[src/rtl/nn_pkg.sv]
// Shared definitions for the neural-network datapath blocks: operand/accumulator
// widths and the dot-product sequencer state encoding.
package nn_pkg;

  localparam int DATA_W           = 8;
  localparam int ACC_W            = 24;
  // Longest vector whose all-ones dot product still fits in ACC_W bits.
  localparam int MAC_SAFE_MAX_LEN = 258;

  typedef enum logic [2:0] {
    S_IDLE,
    S_CLEAR,
    S_RUN,
    S_LAST,
    S_DRAIN,
    S_DONE
  } mac_seq_state_t;

endpackage

[src/rtl/mac_dot_sequencer_if.sv]
// Result channel of the dot-product sequencer: valid/ready handshake carrying
// the accumulated result and the length-clamp flag.
interface mac_dot_sequencer_if;
  import nn_pkg::*;

  logic             result_valid;
  logic             result_ready;
  logic [ACC_W-1:0] result_data;
  logic             result_clamped;

  modport master (
    output result_valid,
    output result_data,
    output result_clamped,
    input  result_ready
  );

  modport slave (
    input  result_valid,
    input  result_data,
    input  result_clamped,
    output result_ready
  );

endinterface

[src/rtl/mac_seq_addr_gen.sv]
// Operand address generator: latches both bases on load, then issues one read
// per cycle for n elements, flagging the cycle in which the last one goes out.
module mac_seq_addr_gen #(
  parameter int ADDR_W = 8,
  parameter int LEN_W  = 9
) (
  input  logic              clk,
  input  logic              reset,
  input  logic              load,
  input  logic [LEN_W-1:0]  n,
  input  logic [ADDR_W-1:0] w_base,
  input  logic [ADDR_W-1:0] x_base,
  output logic              rd_en,
  output logic [ADDR_W-1:0] w_addr,
  output logic [ADDR_W-1:0] x_addr,
  output logic              last
);

  // Reads still to issue after the one currently on the bus.
  logic [LEN_W-1:0] remaining;

  // NOTE: sequential state uses non-blocking assignments so every register
  // samples the pre-edge values, independent of statement order.
  always_ff @(posedge clk) begin
    if (reset) begin
      rd_en     <= 1'b0;
      w_addr    <= '0;
      x_addr    <= '0;
      remaining <= '0;
    end else if (load) begin
      rd_en     <= 1'b1;
      w_addr    <= w_base;
      x_addr    <= x_base;
      remaining <= n - LEN_W'(1);
    end else if (rd_en) begin
      if (remaining == '0) begin
        rd_en <= 1'b0;
      end else begin
        // Address overflow wraps modulo 2^ADDR_W by construction.
        w_addr    <= w_addr + ADDR_W'(1);
        x_addr    <= x_addr + ADDR_W'(1);
        remaining <= remaining - LEN_W'(1);
      end
    end
  end

  assign last = rd_en && (remaining == '0);

endmodule

[src/rtl/mac_dot_sequencer.sv]
// Dot-product controller for a single external 8-bit MAC: fetches operand pairs,
// steers the MAC clear/enable, and returns the 24-bit result over valid/ready.
module mac_dot_sequencer
  import nn_pkg::*;
#(
  parameter int ADDR_W  = 8,
  parameter int MAX_LEN = 256,
  parameter int LEN_W   = 9
) (
  input  logic                 clk,
  input  logic                 reset,
  input  logic                 start,
  input  logic [LEN_W-1:0]     len,
  input  logic [ADDR_W-1:0]    w_base,
  input  logic [ADDR_W-1:0]    x_base,
  output logic                 busy,
  output logic                 w_rd_en,
  output logic [ADDR_W-1:0]    w_addr,
  input  logic [DATA_W-1:0]    w_rd_data,
  output logic                 x_rd_en,
  output logic [ADDR_W-1:0]    x_addr,
  input  logic [DATA_W-1:0]    x_rd_data,
  output logic                 mac_clear,
  output logic                 mac_enable,
  output logic [DATA_W-1:0]    mac_a,
  output logic [DATA_W-1:0]    mac_b,
  input  logic [ACC_W-1:0]     mac_out,
  mac_dot_sequencer_if.master  res
);

  mac_seq_state_t   state_q, state_d;
  logic             accept;
  logic             len_zero;
  logic             len_over;
  logic [LEN_W-1:0] n_clamped;
  logic             rd_en;
  logic             last;
  logic [ACC_W-1:0] result_data_q;
  logic             result_clamped_q;

  assign accept    = (state_q == S_IDLE) && start;
  assign len_zero  = (len == '0);
  assign len_over  = (len > LEN_W'(MAX_LEN));
  assign n_clamped = len_over ? LEN_W'(MAX_LEN) : len;

  mac_seq_addr_gen #(
    .ADDR_W (ADDR_W),
    .LEN_W  (LEN_W)
  ) u_addr_gen (
    .clk    (clk),
    .reset  (reset),
    .load   (accept && !len_zero),
    .n      (n_clamped),
    .w_base (w_base),
    .x_base (x_base),
    .rd_en  (rd_en),
    .w_addr (w_addr),
    .x_addr (x_addr),
    .last   (last)
  );

  // NOTE: every signal written here gets a default first, so no path through
  // the case can leave it unassigned and infer a latch.
  always_comb begin
    state_d = state_q;
    unique case (state_q)
      S_IDLE:  if (start) state_d = len_zero ? S_DONE : S_CLEAR;
      S_CLEAR: state_d = last ? S_LAST : S_RUN;
      S_RUN:   if (last) state_d = S_LAST;
      S_LAST:  state_d = S_DRAIN;
      S_DRAIN: state_d = S_DONE;
      S_DONE:  if (res.result_ready) state_d = S_IDLE;
      default: state_d = S_IDLE;
    endcase
  end

  always_ff @(posedge clk) begin
    if (reset) begin
      state_q          <= S_IDLE;
      mac_enable       <= 1'b0;
      result_data_q    <= '0;
      result_clamped_q <= 1'b0;
    end else begin
      state_q    <= state_d;
      // Read data returns one cycle after the request; enable follows it.
      mac_enable <= rd_en;
      if (accept) begin
        result_clamped_q <= !len_zero && len_over;
        if (len_zero) result_data_q <= '0;
      end
      // The last product lands in the accumulator at the end of LAST.
      if (state_q == S_DRAIN) result_data_q <= mac_out;
    end
  end

  assign busy      = (state_q != S_IDLE);
  assign w_rd_en   = rd_en;
  assign x_rd_en   = rd_en;
  assign mac_clear = reset || (state_q == S_CLEAR);
  assign mac_a     = w_rd_data;
  assign mac_b     = x_rd_data;

  assign res.result_valid   = (state_q == S_DONE);
  assign res.result_data    = result_data_q;
  assign res.result_clamped = result_clamped_q;

endmodule

[src/flat_wrapper.sv]
// flat-port wrapper written by rule: the top's interface ports become plain ports
module mac_dot_sequencer_flat import nn_pkg::*;
#(
  parameter int ADDR_W  = 8,
  parameter int MAX_LEN = 256,
  parameter int LEN_W   = 9
)
  (clk, reset, start, len, w_base, x_base, busy, w_rd_en, w_addr, w_rd_data, x_rd_en, x_addr, x_rd_data, mac_clear, mac_enable, mac_a, mac_b, mac_out, res_result_valid, res_result_data, res_result_clamped, res_result_ready);
  mac_dot_sequencer_if res_i ();
  input  logic clk;
  input  logic reset;
  input  logic start;
  input  logic [LEN_W-1:0] len;
  input  logic [ADDR_W-1:0] w_base;
  input  logic [ADDR_W-1:0] x_base;
  output logic busy;
  output logic w_rd_en;
  output logic [ADDR_W-1:0] w_addr;
  input  logic [DATA_W-1:0] w_rd_data;
  output logic x_rd_en;
  output logic [ADDR_W-1:0] x_addr;
  input  logic [DATA_W-1:0] x_rd_data;
  output logic mac_clear;
  output logic mac_enable;
  output logic [DATA_W-1:0] mac_a;
  output logic [DATA_W-1:0] mac_b;
  input  logic [ACC_W-1:0] mac_out;
  output wire logic [$bits(res_i.result_valid)-1:0] res_result_valid;
  output wire logic [$bits(res_i.result_data)-1:0] res_result_data;
  output wire logic [$bits(res_i.result_clamped)-1:0] res_result_clamped;
  input wire logic [$bits(res_i.result_ready)-1:0] res_result_ready;
  assign res_result_valid = res_i.result_valid;
  assign res_result_data = res_i.result_data;
  assign res_result_clamped = res_i.result_clamped;
  assign res_i.result_ready = res_result_ready;
  mac_dot_sequencer #(.ADDR_W(ADDR_W), .MAX_LEN(MAX_LEN), .LEN_W(LEN_W)) u_core (.clk(clk), .reset(reset), .start(start), .len(len), .w_base(w_base), .x_base(x_base), .busy(busy), .w_rd_en(w_rd_en), .w_addr(w_addr), .w_rd_data(w_rd_data), .x_rd_en(x_rd_en), .x_addr(x_addr), .x_rd_data(x_rd_data), .mac_clear(mac_clear), .mac_enable(mac_enable), .mac_a(mac_a), .mac_b(mac_b), .mac_out(mac_out), .res(res_i));
endmodule
[config.mk]
export PLATFORM = sky130hd
export DESIGN_NAME = mac_dot_sequencer_flat
export DESIGN_NICKNAME = d
export VERILOG_FILES = /design/src/rtl/nn_pkg.sv /design/src/rtl/mac_dot_sequencer_if.sv /design/src/rtl/mac_seq_addr_gen.sv /design/src/rtl/mac_dot_sequencer.sv /design/src/flat_wrapper.sv
export SDC_FILE = /design/constraint.sdc
export NUM_CORES = 1
export LEC_CHECK = 0
export ABC_AREA = 1
export BUFFER_PORTS_ARGS = -buffer_cell sky130_fd_sc_hd__buf_4
export CAP_MARGIN = 20
export CORE_ASPECT_RATIO = 1.1
export CORE_UTILIZATION = 43
export CTS_CLUSTER_SIZE = 25
export DETAILED_ROUTE_END_ITERATION = 12
export GPL_ROUTABILITY_DRIVEN = 0
export PLACE_DENSITY = 0.86
export SYNTH_ARGS = -nofsm -noshare
export SYNTH_HDL_FRONTEND = slang
export SYNTH_SLANG_ARGS = --single-unit
[constraint.sdc]
create_clock -name clk -period 2 [get_ports clk]
set_clock_uncertainty 0.15 [all_clocks]
set_input_delay 0.4 -clock clk [delete_from_list [all_inputs] [get_ports clk]]
set_output_delay 0.4 -clock clk [all_outputs]
set_load 0.01 [all_outputs]
==> results_dict.tcl <==
set metrics [dict create \
    swShare_pct 44.2 \
    status "complete, no violations" \
    worstMarginPinSlew_ns 0.351 \
    worstHoldPathType "input pin to flip-flop" \
    number_of_enable_flip_flop_cells_after_synthesis 0 \
    syn_area_per_cell_um2 7.16 \
    cts.clk_slew.worst_paths_ns 0.11 \
    gate_power_share_pct 59.8 \
    unrepaired_setup_endpoints_after_global_routing "true" \
    final_period_minus_worst_setup_slack_ns 1.96 \
    dp_worst_setup_slack_ns -0.239 \
    layout.nets 595 \
    routed-wl-met3_um 568 \
    synth_flop_cell "sky130_fd_sc_hd__dfxtp_1" \
    place.port_buffers 99 \
    timing.critical_path.arrival_ns 2.01 \
    dr.first_iter.drc_count 112 \
    rrSetupSlack_ns 0.04 \
    synth.top_cells.by_count "sky130_fd_sc_hd__nand2_1 (82), sky130_fd_sc_hd__dfxtp_1 (55), sky130_fd_sc_hd__a21oi_1 (41)" \
    post_synth_instance_area_mm2 0.00295 \
    synthDominantAreaCellType "sky130_fd_sc_hd__dfxtp_1" \
    grt_first_pass_wirelength_um 12800 \
    routed_wirelength_um 8090 \
    ys_seq_elements 55 \
    power.leakage_nw 1.82 \
    fmax_ghz 0.510 \
    area_overhead_of_the_layout_relative_to_synthesis_pct 36.7 \
    cts-root-buf "sky130_fd_sc_hd__clkbuf_8" \
    setup.worst_path.end_class "flip-flop" \
    drive_above_1_share_pct 34.5 \
    detail_route.vias_per_cell 5.26 \
    pwr-share-seq_pct 29.5 \
    drv_slew 0 \
    post_route_fraction_of_the_period_consumed_by_the_critical_path_pct 98.0 \
    dp_hpwl_um 6030 \
    synth.distinct_cells 36 \
    largest_net_degree_at_the_start_of_global_routing 35 \
    final_antenna_net_count 0 \
    synthesis.instances 412 \
    relSlewSlack_pct 76.4 \
    timing.final.hold_violations 0 \
    htreeDepth 2 \
    all_layer_gr_usage_pct 22.6 \
    postCtsHoldBufs 0 \
    finalSetupViolCount 0 \
    synthArstFlopShare_pct 0 \
    num_io_pins 132 \
    sort_of_element_at_the_start_of_the_critical_path "flip-flop" \
    power.density_cell_area_mw_per_mm2 1430 \
    avgRoutedWirePerCell_um 13.4 \
    grt_pass1_vias 3023 \
    finalWorstSetupSlack_ns 0.0391 \
    cts_inserted_buffers 5 \
    internal_power_mw 3.21 \
    first_drt_pass_iteration_count 4 \
    clock-sinks 55 \
    starting_density_pct 44.7 \
    ys_top_cells_by_area "sky130_fd_sc_hd__dfxtp_1 (37%), sky130_fd_sc_hd__nand2_1 (10%), sky130_fd_sc_hd__o211ai_1 (8.1%)" \
    post_dp_cell_area_mm2 0.00385 \
    globalRouteOverflowTotal 0 \
    tritoncts "built" \
    die-area_mm2 0.00719 \
    ys_seq_area_share_pct 37.3 \
    drc_errors 0 \
    met2_wirelength_um 4100 \
    ys.warnings.count 0 \
    routed.top_layer "met4" \
    fillers 590 \
    routedLengthMet1_um 3360 \
    required_ns 2.05 \
    crit_fanout 5 \
    fp-row-count 31 \
    synthDominantCellAreaShare_pct 37.3 \
    fp.dieH_um 88.9 \
    post-route-cell-area_mm2 0.00403 \
    core_area_mm2 0.00659 \
    max-vdd-ir-drop_mv 0.647 \
    max-cap-violations 0 \
    clock_tree.buffer_depth 2 \
    p_clk_share_pct 10.7 \
    grt_antenna_before_repair 0 \
    floorplan.die.width_um 81.0 \
    antenna-diode-count 0 \
    via_count 3189 \
    fin_tns_setup_ns 0 \
    setup.worst_path.class "flip-flop to flip-flop" \
    post-synth-top-count-cell "sky130_fd_sc_hd__nand2_1" \
    switchingPower_mw 2.54 \
    postSynthNetCount 484 \
    clk-insertion-delay-late_ns 0.31 \
]
-- routing by layer --
metal / track usage [%] / vias up
li1: - / 1600
met2: 40.0 / 105
met4: 9.09 / 0
met5: 0 / -
met3: 4.85 / 8
met1: 26.4 / 1476
-- final timing paths --
| kind | cells past startpoint | startpoint | endpoint |
|---|---|---|---|
| setup / recovery | 13 | u_core.state_q[0]$_SDFFE_PP0P_ | u_core.u_addr_gen.remaining[8]$_SDFFE_PP0P_ |
| hold / removal | 3 | mac_out[6] | u_core.res.result_data[6]$_SDFFE_PP0P_ |
| setup reg to reg | 13 | u_core.state_q[0]$_SDFFE_PP0P_ | u_core.u_addr_gen.remaining[8]$_SDFFE_PP0P_ |
| hold reg to reg | 2 | u_core.res.result_data[1]$_SDFFE_PP0P_ | u_core.res.result_data[1]$_SDFFE_PP0P_ |
-- metrics by stage --
stage	std cells	util (%)	hold WS [ns]	total power [mW]
2_1_floorplan	412	-	0.315	3.65
3_3_place_gp	591	58.4	0.336	4.79
3_5_place_dp	591	58.4	0.342	4.90
4_1_cts	599	60.0	0.187	5.55
5_1_grt	606	61.2	0.182	6.22
6_report	606	61.2	0.198	5.75
-- cells by family (layout without fill, tap and decap cells) --
kind of cell / after synthesis / in the layout / synth area share (%)
flip-flops: 55 / 55 / 37.3
AND/OR/NAND/NOR: 161 / 161 / 24.4
AO/OA/AOI/OAI: 117 / 117 / 24.1
adder cells (fa/ha/maj): 3 / 3 / 1.27
buffers and inverters: 74 / 186 / 12.3
XOR/XNOR: 2 / 2 / 0.594
-- layout make-up --
type | count | area [um^2] | area share [%]
clock inverter | 3 | 22.5 | 0.558
sequential | 55 | 1100 | 27.4
timing repair buffer | 140 | 1060 | 26.4
inverter | 38 | 145 | 3.60
clock buffer | 5 | 68.8 | 1.71
tap | 82 | 103 | 2.54
multi-input combinational | 283 | 1530 | 37.8
-- placed cells by master (no fill, tap or decap), types with 8 or more instances in the layout --
master	instances
sky130_fd_sc_hd__dfxtp_1	54
sky130_fd_sc_hd__nand3_1	16
sky130_fd_sc_hd__nor3_1	9
sky130_fd_sc_hd__o211ai_1	32
sky130_fd_sc_hd__a21oi_1	41
sky130_fd_sc_hd__a211oi_1	8
sky130_fd_sc_hd__nand2_2	9
sky130_fd_sc_hd__inv_1	30
sky130_fd_sc_hd__buf_4	139
sky130_fd_sc_hd__nand2_1	80
sky130_fd_sc_hd__o21ai_0	26
sky130_fd_sc_hd__nor2_1	31
-- state kept, by name, indices dropped and copies added (netlist names) --
| name | cells |
|---|---|
| u_core.res.result_clamped | 1 |
| u_core.u_addr_gen.w_addr | 8 |
| u_core.u_addr_gen.x_addr | 8 |
| u_core.state_q | 3 |
| u_core.u_addr_gen.rd_en | 1 |
| u_core.u_addr_gen.remaining | 9 |
| u_core.res.result_data | 24 |
| u_core.mac_enable | 1 |
-- what timing repair did --
item,4_1_cts,5_1_grt
buffers inserted,0,7
gates resized for setup,3,8
pin swaps,2,5
setup endpoints to repair,3,14
-- power groups by stage --
stage               clock [mW]  combinational, mW  sequential, mW
floorplan                    0               1.88            1.78
global placement             0               3.10            1.69
detailed placement           0               3.20            1.71
CTS                      0.634               3.23            1.68
global route             0.681               3.80            1.73
finish                   0.617               3.44            1.69
-- worst max-delay path: stages, from the launching register on --
cell and delay, ns:
sky130_fd_sc_hd__dfxtp_4 0.36, sky130_fd_sc_hd__nor2_4 0.14, sky130_fd_sc_hd__nand3_4 0.12, sky130_fd_sc_hd__inv_4 0.10, sky130_fd_sc_hd__nand2_4 0.09, sky130_fd_sc_hd__nand2_2 0.10, sky130_fd_sc_hd__o21ai_4 0.07, sky130_fd_sc_hd__inv_1 0.06
sky130_fd_sc_hd__ha_2 0.19, sky130_fd_sc_hd__nand2_2 0.07, sky130_fd_sc_hd__nor2_2 0.12, sky130_fd_sc_hd__a21oi_1 0.09, sky130_fd_sc_hd__nor2_1 0.13, sky130_fd_sc_hd__nor2_1 0.06
Note: power is estimated with default switching activity, not from simulation.
